`src/rtl/rf_wb_arbiter.sv`:
```
// Register-file writeback arbiter: ALU and load unit share one write port, round-robin on conflict.
// Optional forwarding from the write stage is compiled in with RF_WB_BYPASS_EN.
module rf_wb_arbiter #(
  localparam int unsigned AW     = 5,
  localparam int unsigned DW     = 32,
  localparam int unsigned CNT_W  = 16
) (
  input  logic             clk,
  input  logic             rst_n,
  input  logic             alu_valid,
  output logic             alu_ready,
  input  logic [AW-1:0]    alu_rd,
  input  logic [DW-1:0]    alu_data,
  input  logic             mem_valid,
  output logic             mem_ready,
  input  logic [AW-1:0]    mem_rd,
  input  logic [DW-1:0]    mem_data,
  output logic             rf_we,
  output logic [AW-1:0]    rf_a3,
  output logic [DW-1:0]    rf_wd,
  output logic [CNT_W-1:0] conflict_cnt
`ifdef RF_WB_BYPASS_EN
  ,
  input  logic [AW-1:0]    byp_a1,
  input  logic [AW-1:0]    byp_a2,
  output logic             byp_hit1,
  output logic             byp_hit2,
  output logic [DW-1:0]    byp_data1,
  output logic [DW-1:0]    byp_data2
`endif
);

  localparam logic [CNT_W-1:0] CNT_MAX = {CNT_W{1'b1}};

  typedef enum logic {
    PRI_ALU = 1'b0,
    PRI_MEM = 1'b1
  } pri_e;

  typedef struct packed {
    logic          we;
    logic [AW-1:0] a3;
    logic [DW-1:0] wd;
  } wb_t;

  pri_e          pri_q;
  pri_e          pri_d;
  wb_t           wb_q;
  logic          grant;
  logic [AW-1:0] sel_rd;
  logic [DW-1:0] sel_data;
  logic [CNT_W-1:0] cnt_q;

  // Priority state register.
  always_ff @(posedge clk) begin
    if (!rst_n) begin
      pri_q <= PRI_ALU;
    end else begin
      pri_q <= pri_d;
    end
  end

  // Grant selection and priority update; nothing is granted while in reset.
  always_comb begin
    pri_d     = pri_q;
    alu_ready = 1'b0;
    mem_ready = 1'b0;
    sel_rd    = alu_rd;
    sel_data  = alu_data;
    if (rst_n) begin
      if (alu_valid && (!mem_valid || (pri_q == PRI_ALU))) begin
        alu_ready = 1'b1;
        pri_d     = PRI_MEM;
      end else if (mem_valid) begin
        mem_ready = 1'b1;
        sel_rd    = mem_rd;
        sel_data  = mem_data;
        pri_d     = PRI_ALU;
      end
    end
  end

  assign grant = alu_ready | mem_ready;

  // Write stage: x0 writes are accepted but never enable the port.
  always_ff @(posedge clk) begin
    if (!rst_n) begin
      wb_q <= '0;
    end else begin
      wb_q.we <= grant && (sel_rd != '0);
      if (grant) begin
        wb_q.a3 <= sel_rd;
        wb_q.wd <= sel_data;
      end
    end
  end

  // Saturating count of contended cycles.
  always_ff @(posedge clk) begin
    if (!rst_n) begin
      cnt_q <= '0;
    end else if (alu_valid && mem_valid && (cnt_q != CNT_MAX)) begin
      cnt_q <= cnt_q + CNT_W'(1);
    end
  end

  assign rf_we        = wb_q.we;
  assign rf_a3        = wb_q.a3;
  assign rf_wd        = wb_q.wd;
  assign conflict_cnt = cnt_q;

`ifdef RF_WB_BYPASS_EN
  // Forward the in-flight write to readers of the same register.
  assign byp_hit1  = wb_q.we && (byp_a1 == wb_q.a3);
  assign byp_hit2  = wb_q.we && (byp_a2 == wb_q.a3);
  assign byp_data1 = byp_hit1 ? wb_q.wd : '0;
  assign byp_data2 = byp_hit2 ? wb_q.wd : '0;
`endif

endmodule

```
`config.mk`:
```
export PLATFORM = sky130hd
export DESIGN_NAME = rf_wb_arbiter
export DESIGN_NICKNAME = d
export VERILOG_FILES = /design/src/rtl/rf_wb_arbiter.sv
export SDC_FILE = /design/constraint.sdc
export NUM_CORES = 1
export LEC_CHECK = 0
export ABC_AREA = 1
export BUFFER_PORTS_ARGS = -buffer_cell sky130_fd_sc_hd__buf_2
export CORE_MARGIN = 2
export CORE_UTILIZATION = 40
export DETAILED_ROUTE_END_ITERATION = 16
export PLACE_DENSITY = 0.67
export SETUP_SLACK_MARGIN = 0.5
export SLEW_MARGIN = 30
export SYNTH_ARGS = -nofsm -noshare
export SYNTH_HDL_FRONTEND = slang
export SYNTH_SLANG_ARGS = --single-unit
```
`constraint.sdc`:
```
create_clock -name clk -period 1.99 [get_ports clk]
set_clock_uncertainty 0.1 [all_clocks]
set_input_delay 0.2985 -clock clk [delete_from_list [all_inputs] [get_ports clk]]
set_output_delay 0.2985 -clock clk [all_outputs]
set_load 0.1 [all_outputs]
```
# Word level (Yosys, flattened, before mapping)
# Cells that the tools add are included.
# word_totals
elab_cells	29
in_bits	78
reg_bits	55
# classes
mux	12
n_addsub	1
bitwise	2
eq_ne	1
reduce_logical	8
# ops
cell	count
32-bit 2-to-1 mux	2
16-bit by 1-bit adder with 16-bit output, second input constant	1
16-bit != test, second input constant	1
5-bit 2-to-1 mux	3
1-bit 2-to-1 mux	7
5-bit nonzero test	1
1-bit logical AND	4
2-bit nonzero test	1
1-bit zero test	1
1-bit logical OR	1
1-bit NOT	1
1-bit OR	1

# Logic depth before layout (Yosys ltp)
# depth
ltp_word	7
depth_mapped	9

# Least setup slack after synthesis
# OpenSTA, ideal clock, no wires.
# synth_timing
kind	input -> output
start	in mem_valid
end	out alu_ready
setup_slack_ns	-0.486
cell_stages	5
arrival_ns	2.078
path_cell_list	nand2_1 -> nand2_1 -> buf_4 -> buf_2 -> nor2_1
# synth_between
elab_chain_len	5
# synth_lines
item	line_no	rtl
start, declared	14	input logic mem_valid,
1-bit zero test	71	if (alu_valid && (!mem_valid || (pri_q == PRI_ALU))) begin
1-bit logical OR	71	
1-bit logical AND	71	
1-bit 2-to-1 mux	71	
1-bit 2-to-1 mux	70	if (rst_n) begin
end, declared	11	output logic alu_ready,
# Every way passes these cells.

# Worst setup path after layout
# layout_timing
start	reg pri_q
end	out alu_ready
# layout_between
elab_chain_len	5
# layout_lines
item	line_no	rtl
start, declared	46	pri_e pri_q;
start signal, assigned	59	pri_q <= pri_d;
1-bit NOT	71	
1-bit logical OR	71	
1-bit logical AND	71	
1-bit 2-to-1 mux	71	
1-bit 2-to-1 mux	70	
# Every way passes these cells.

==> flow_summary.html <==
<table>
<tr><th>Metric</th><th>Value</th></tr>
<tr><th colspan="2">Critical path</th></tr>
<tr><td>Category of the worst setup path capture point</td><td>output pin</td></tr>
<tr><td>Library cell contributing the largest single delay on the critical path</td><td>dfxtp_2</td></tr>
<tr><td>CP Launch Point</td><td>pri_q$_SDFFE_PN0P_</td></tr>
<tr><td>Launching element type of the critical path</td><td>register</td></tr>
<tr><td>Reg-to-reg critical path endpoint</td><td>rf_a3[1]$_SDFFE_PN0P_</td></tr>
<tr><td>Largest fanout on the critical path</td><td>4</td></tr>
<tr><td>Dominant cell type by count on the critical path</td><td>buf_12</td></tr>
<tr><td>FF-to-FF path depth</td><td>10</td></tr>
<tr><td>Type of the worst setup path</td><td>reg -&gt; out</td></tr>
<tr><td>Highest cell delay on the worst timing path</td><td>between 300 and 400 ps</td></tr>
<tr><td>List of cells traversed by the critical path</td><td>nand2_2 &gt; nand2_4 &gt; buf_12 &gt; nor2_4 &gt; buf_12</td></tr>
<tr><td>WP data required</td><td>roughly 1600 ps</td></tr>
<tr><td>Endpoint arrival time on the critical path</td><td>1310 ps</td></tr>
<tr><td>Launch point of the worst reg-to-reg path</td><td>pri_q$_SDFFE_PN0P_</td></tr>
<tr><td>Reg-to-reg slack, setup</td><td>~320 ps</td></tr>
<tr><th colspan="2">Global route</th></tr>
<tr><td>Largest net degree at the start of global routing</td><td>34</td></tr>
<tr><td>Initial antenna violation count</td><td>0</td></tr>
<tr><td>Total Routing Usage GR</td><td>about a quarter</td></tr>
<tr><td>Total congestion overflow after global routing</td><td>0</td></tr>
<tr><td>Global-route wire length before repair</td><td>~15000 um</td></tr>
<tr><td>Vias in the first global route</td><td>3198</td></tr>
<tr><th colspan="2">Synthesis</th></tr>
<tr><td>Library cells used by synthesis</td><td>24</td></tr>
<tr><td>Post-synthesis cell type with the largest combined area</td><td>dfxtp_1</td></tr>
<tr><td>Number of flip-flops and latches in the synthesized netlist</td><td>55</td></tr>
<tr><td>Top cells by area, synth</td><td>dfxtp_1, nand2_1, nor2_1</td></tr>
<tr><td>Synth warnings</td><td>0</td></tr>
<tr><td>Cell Area, Synth</td><td>2850 um^2</td></tr>
<tr><td>Average size of a mapped cell</td><td>6.32 um^2</td></tr>
<tr><td>Synthesized netlist net count</td><td>530</td></tr>
<tr><td>Sequential cell area fraction in the yosys report</td><td>38.6%</td></tr>
<tr><td>Syn Inst Count</td><td>451</td></tr>
<tr><td>Yosys top cell area share</td><td>38.6%</td></tr>
<tr><th colspan="2">Power and ir drop</th></tr>
<tr><td>Cell Pwr Density</td><td>707 nW/um^2</td></tr>
<tr><td>Leak Pwr</td><td>2.21 nW</td></tr>
<tr><td>Maximum VDD drop</td><td>0.000391 V</td></tr>
<tr><th colspan="2">Layout</th></tr>
<tr><td>Leading cell type in the layout, fill and taps excluded</td><td>nand2_1</td></tr>
<tr><td>Antenna diode count</td><td>0</td></tr>
<tr><td>Area of combinational cells with multiple inputs</td><td>~1700 um^2</td></tr>
<tr><td>Flip-flop and latch area</td><td>~1200 um^2</td></tr>
<tr><td>Ratio of cells with drive above 1 in the final layout</td><td>between 40% and 50%</td></tr>
<tr><td>Area growth from synthesis to layout</td><td>57.3%</td></tr>
<tr><td>Most used cells in the layout excluding fill and tap cells</td><td>nand2_1, nor2_1, buf_2</td></tr>
<tr><td>Number of nets in the finished design</td><td>676</td></tr>
<tr><td>Number of filler cells placed in the layout</td><td>618</td></tr>
<tr><th colspan="2">Detailed routing</th></tr>
<tr><td>Total number of vias</td><td>3395</td></tr>
<tr><td>Iteration count of the initial detailed-routing pass</td><td>4</td></tr>
<tr><td>Post-route ant nets</td><td>0</td></tr>
<tr><td>1st-iter DRT viols</td><td>~110</td></tr>
<tr><td>Routed length per placed instance</td><td>roughly 13 um</td></tr>
<tr><td>Drt drc</td><td>0</td></tr>
<tr><td>Vias per Instance</td><td>just under 5</td></tr>
<tr><td>Total length of routed wires</td><td>9160 um</td></tr>
<tr><th colspan="2">Floorplan</th></tr>
<tr><td>Standard-cell rows</td><td>30</td></tr>
<tr><td>Die width</td><td>88.4 um</td></tr>
<tr><td>Floorplan die area</td><td>between 7000 and 8000 um^2</td></tr>
<tr><td>Core region area</td><td>approximately 6800 um^2</td></tr>
<tr><td># IOs</td><td>134</td></tr>
<tr><td>Die height</td><td>about 88 um</td></tr>
<tr><td>Starting utilization of the core area</td><td>41.7%</td></tr>
<tr><th colspan="2">STA</th></tr>
<tr><td>Total Neg Setup Slack</td><td>0 ps</td></tr>
<tr><td>Fin crit share</td><td>85.8%</td></tr>
<tr><td>Max transition margin</td><td>around two thirds</td></tr>
<tr><td>Final hold vios</td><td>0</td></tr>
<tr><td>Setup repair after global routing missed its margin</td><td>true</td></tr>
<tr><td>Max Freq</td><td>approximately 590 MHz</td></tr>
<tr><td>Slew at the pin closest to its max-slew limit</td><td>500 ps</td></tr>
<tr><td>Time the worst path needs with I/O delays and setup</td><td>1710 ps</td></tr>
<tr><td>Max-slew violation count</td><td>0</td></tr>
<tr><td>Total of endpoints with negative setup slack in the final report</td><td>0</td></tr>
<tr><td>Smallest hold slack</td><td>185 ps</td></tr>
<tr><th colspan="2">Clock tree</th></tr>
<tr><td>Total of hold buffers inserted after clock tree synthesis</td><td>0</td></tr>
<tr><td>Clock tree from TritonCTS</td><td>done</td></tr>
<tr><td>Clock network latency to the later pin of the worst-skew pair</td><td>320 ps</td></tr>
<tr><td>Clock transition at the register clock pins on the worst setup and hold paths after CTS</td><td>110 ps</td></tr>
<tr><td>Number of clock buffers inserted by TritonCTS</td><td>5</td></tr>
<tr><td>Clock buffer depth</td><td>2</td></tr>
<tr><td>Clk sink count</td><td>55</td></tr>
<tr><td>CTS root buf</td><td>clkbuf_8</td></tr>
<tr><td>Count of H-tree levels built during CTS</td><td>2</td></tr>
<tr><th colspan="2">Place</th></tr>
<tr><td>Number of port buffers</td><td>133</td></tr>
<tr><td>Post-DP HPWL</td><td>6020 um</td></tr>
<tr><td>Final GP Congestion</td><td>0.804</td></tr>
<tr><th colspan="2">Min path</th></tr>
<tr><td>Hold path cells</td><td>3</td></tr>
<tr><td>Hold Startpoint</td><td>rst_n</td></tr>
<tr><td>Worst min-delay path category</td><td>in -&gt; reg</td></tr>
<tr><td>Hold path endpoint</td><td>conflict_cnt[0]$_SDFFE_PN0P_</td></tr>
<tr><th colspan="2">Outcome</th></tr>
<tr><td>Run status</td><td>finished clean</td></tr>
<tr><th colspan="2">Run</th></tr>
<tr><td>Max-cap viol count</td><td>0</td></tr>
</table>
[critical path: cells and delay by family, from the launching register on]
family | cells | cell delay (ps)
buf+inv | 2 | 330
flops | 1 | 350
simple gates | 3 | 320
[routing by layer]
metal	GRT usage [%]	routed length, um
met5	0	0
met2	43.8	4600
met3	5.50	560
met1	27.2	3760
met4	8.13	228
[per-stage QoR]
step | power (mW) | setup WS (ps) | util, % | instances | area, um^2
final | 3.17 | 282 | 65.6 | 694 | 4480
after global routing | 3.30 | 259 | 65.6 | 694 | 4480
after CTS | 3.11 | 298 | 62.8 | 689 | 4290
after detailed placement | 2.31 | 118 | 53.8 | 662 | 3680
after global placement | 2.30 | 180 | 53.8 | 662 | 3680
after floorplan | 2.10 | 313 | - | 451 | 2960
[flip-flops by register name, indices dropped and copies added, names as in the netlist]
register and count:
rf_we 1, rf_a3 5, conflict_cnt 16, rf_wd 32, pri_q 1
[synth_stat cells (all sizes together)]
| cell type | n |
|---|---|
| nand3 | 44 |
| dfxtp | 55 |
| o21ai | 37 |
| buf | 18 |
| nor2 | 94 |
| ha | 1 |
| a21oi | 12 |
| inv | 28 |
| nand4 | 9 |
| clkbuf | 8 |
| xor2 | 4 |
| xnor2 | 2 |
| a31o | 1 |
| nand2 | 134 |
| o211ai | 3 |
| nor3b | 1 |
[cells by family after synthesis]
| kind of cell | after synthesis | share of synthesized area, % |
|---|---|---|
| XOR/XNOR | 6 | 1.84 |
| adder cells (fa/ha/maj) | 1 | 0.439 |
| buffers and inverters | 54 | 8.91 |
| AO/OA/AOI/OAI | 53 | 9.83 |
| flip-flops | 55 | 38.6 |
| AND/OR/NAND/NOR | 282 | 40.3 |
[power breakdown]
part | switching (mW) | internal [mW] | leakage [nW]
clock | 0.394 | 0.253 | 0.0443
sequential | 0.0491 | 1.16 | 0.464
combinational | 0.924 | 0.384 | 1.70
[worst max-delay path by stage]
stage | endpoint | slack, ps | cells after the start
6_report | alu_ready | 280 | 5
5_1_grt | rf_wd[30]$_SDFFE_PN0P_ | 260 | 10
4_1_cts | alu_ready | 300 | 5
3_5_place_dp | rf_wd[11]$_SDFFE_PN0P_ | 120 | 8
3_3_place_gp | conflict_cnt[15]$_SDFFE_PN0P_ | 180 | 9
2_1_floorplan | conflict_cnt[14]$_SDFFE_PN0P_ | 310 | 8
[layout make-up]
type | count | share of cell area (%)
clock buffer | 5 | 1.54
clock inverter | 3 | 0.558
inverter | 28 | 2.71
multi-input combinational | 344 | 38.9
sequential | 55 | 25.8
tap | 96 | 2.68
timing repair buffer | 163 | 27.8
[repair_timing]
action | in CTS | in global routing
setup endpoints to repair | 97 | 65
pin swaps | 10 | 18
resized for setup | 83 | 55
buffers inserted | 11 | 5
cloned | 8 | 0
Power figures use the tool's default switching activity.
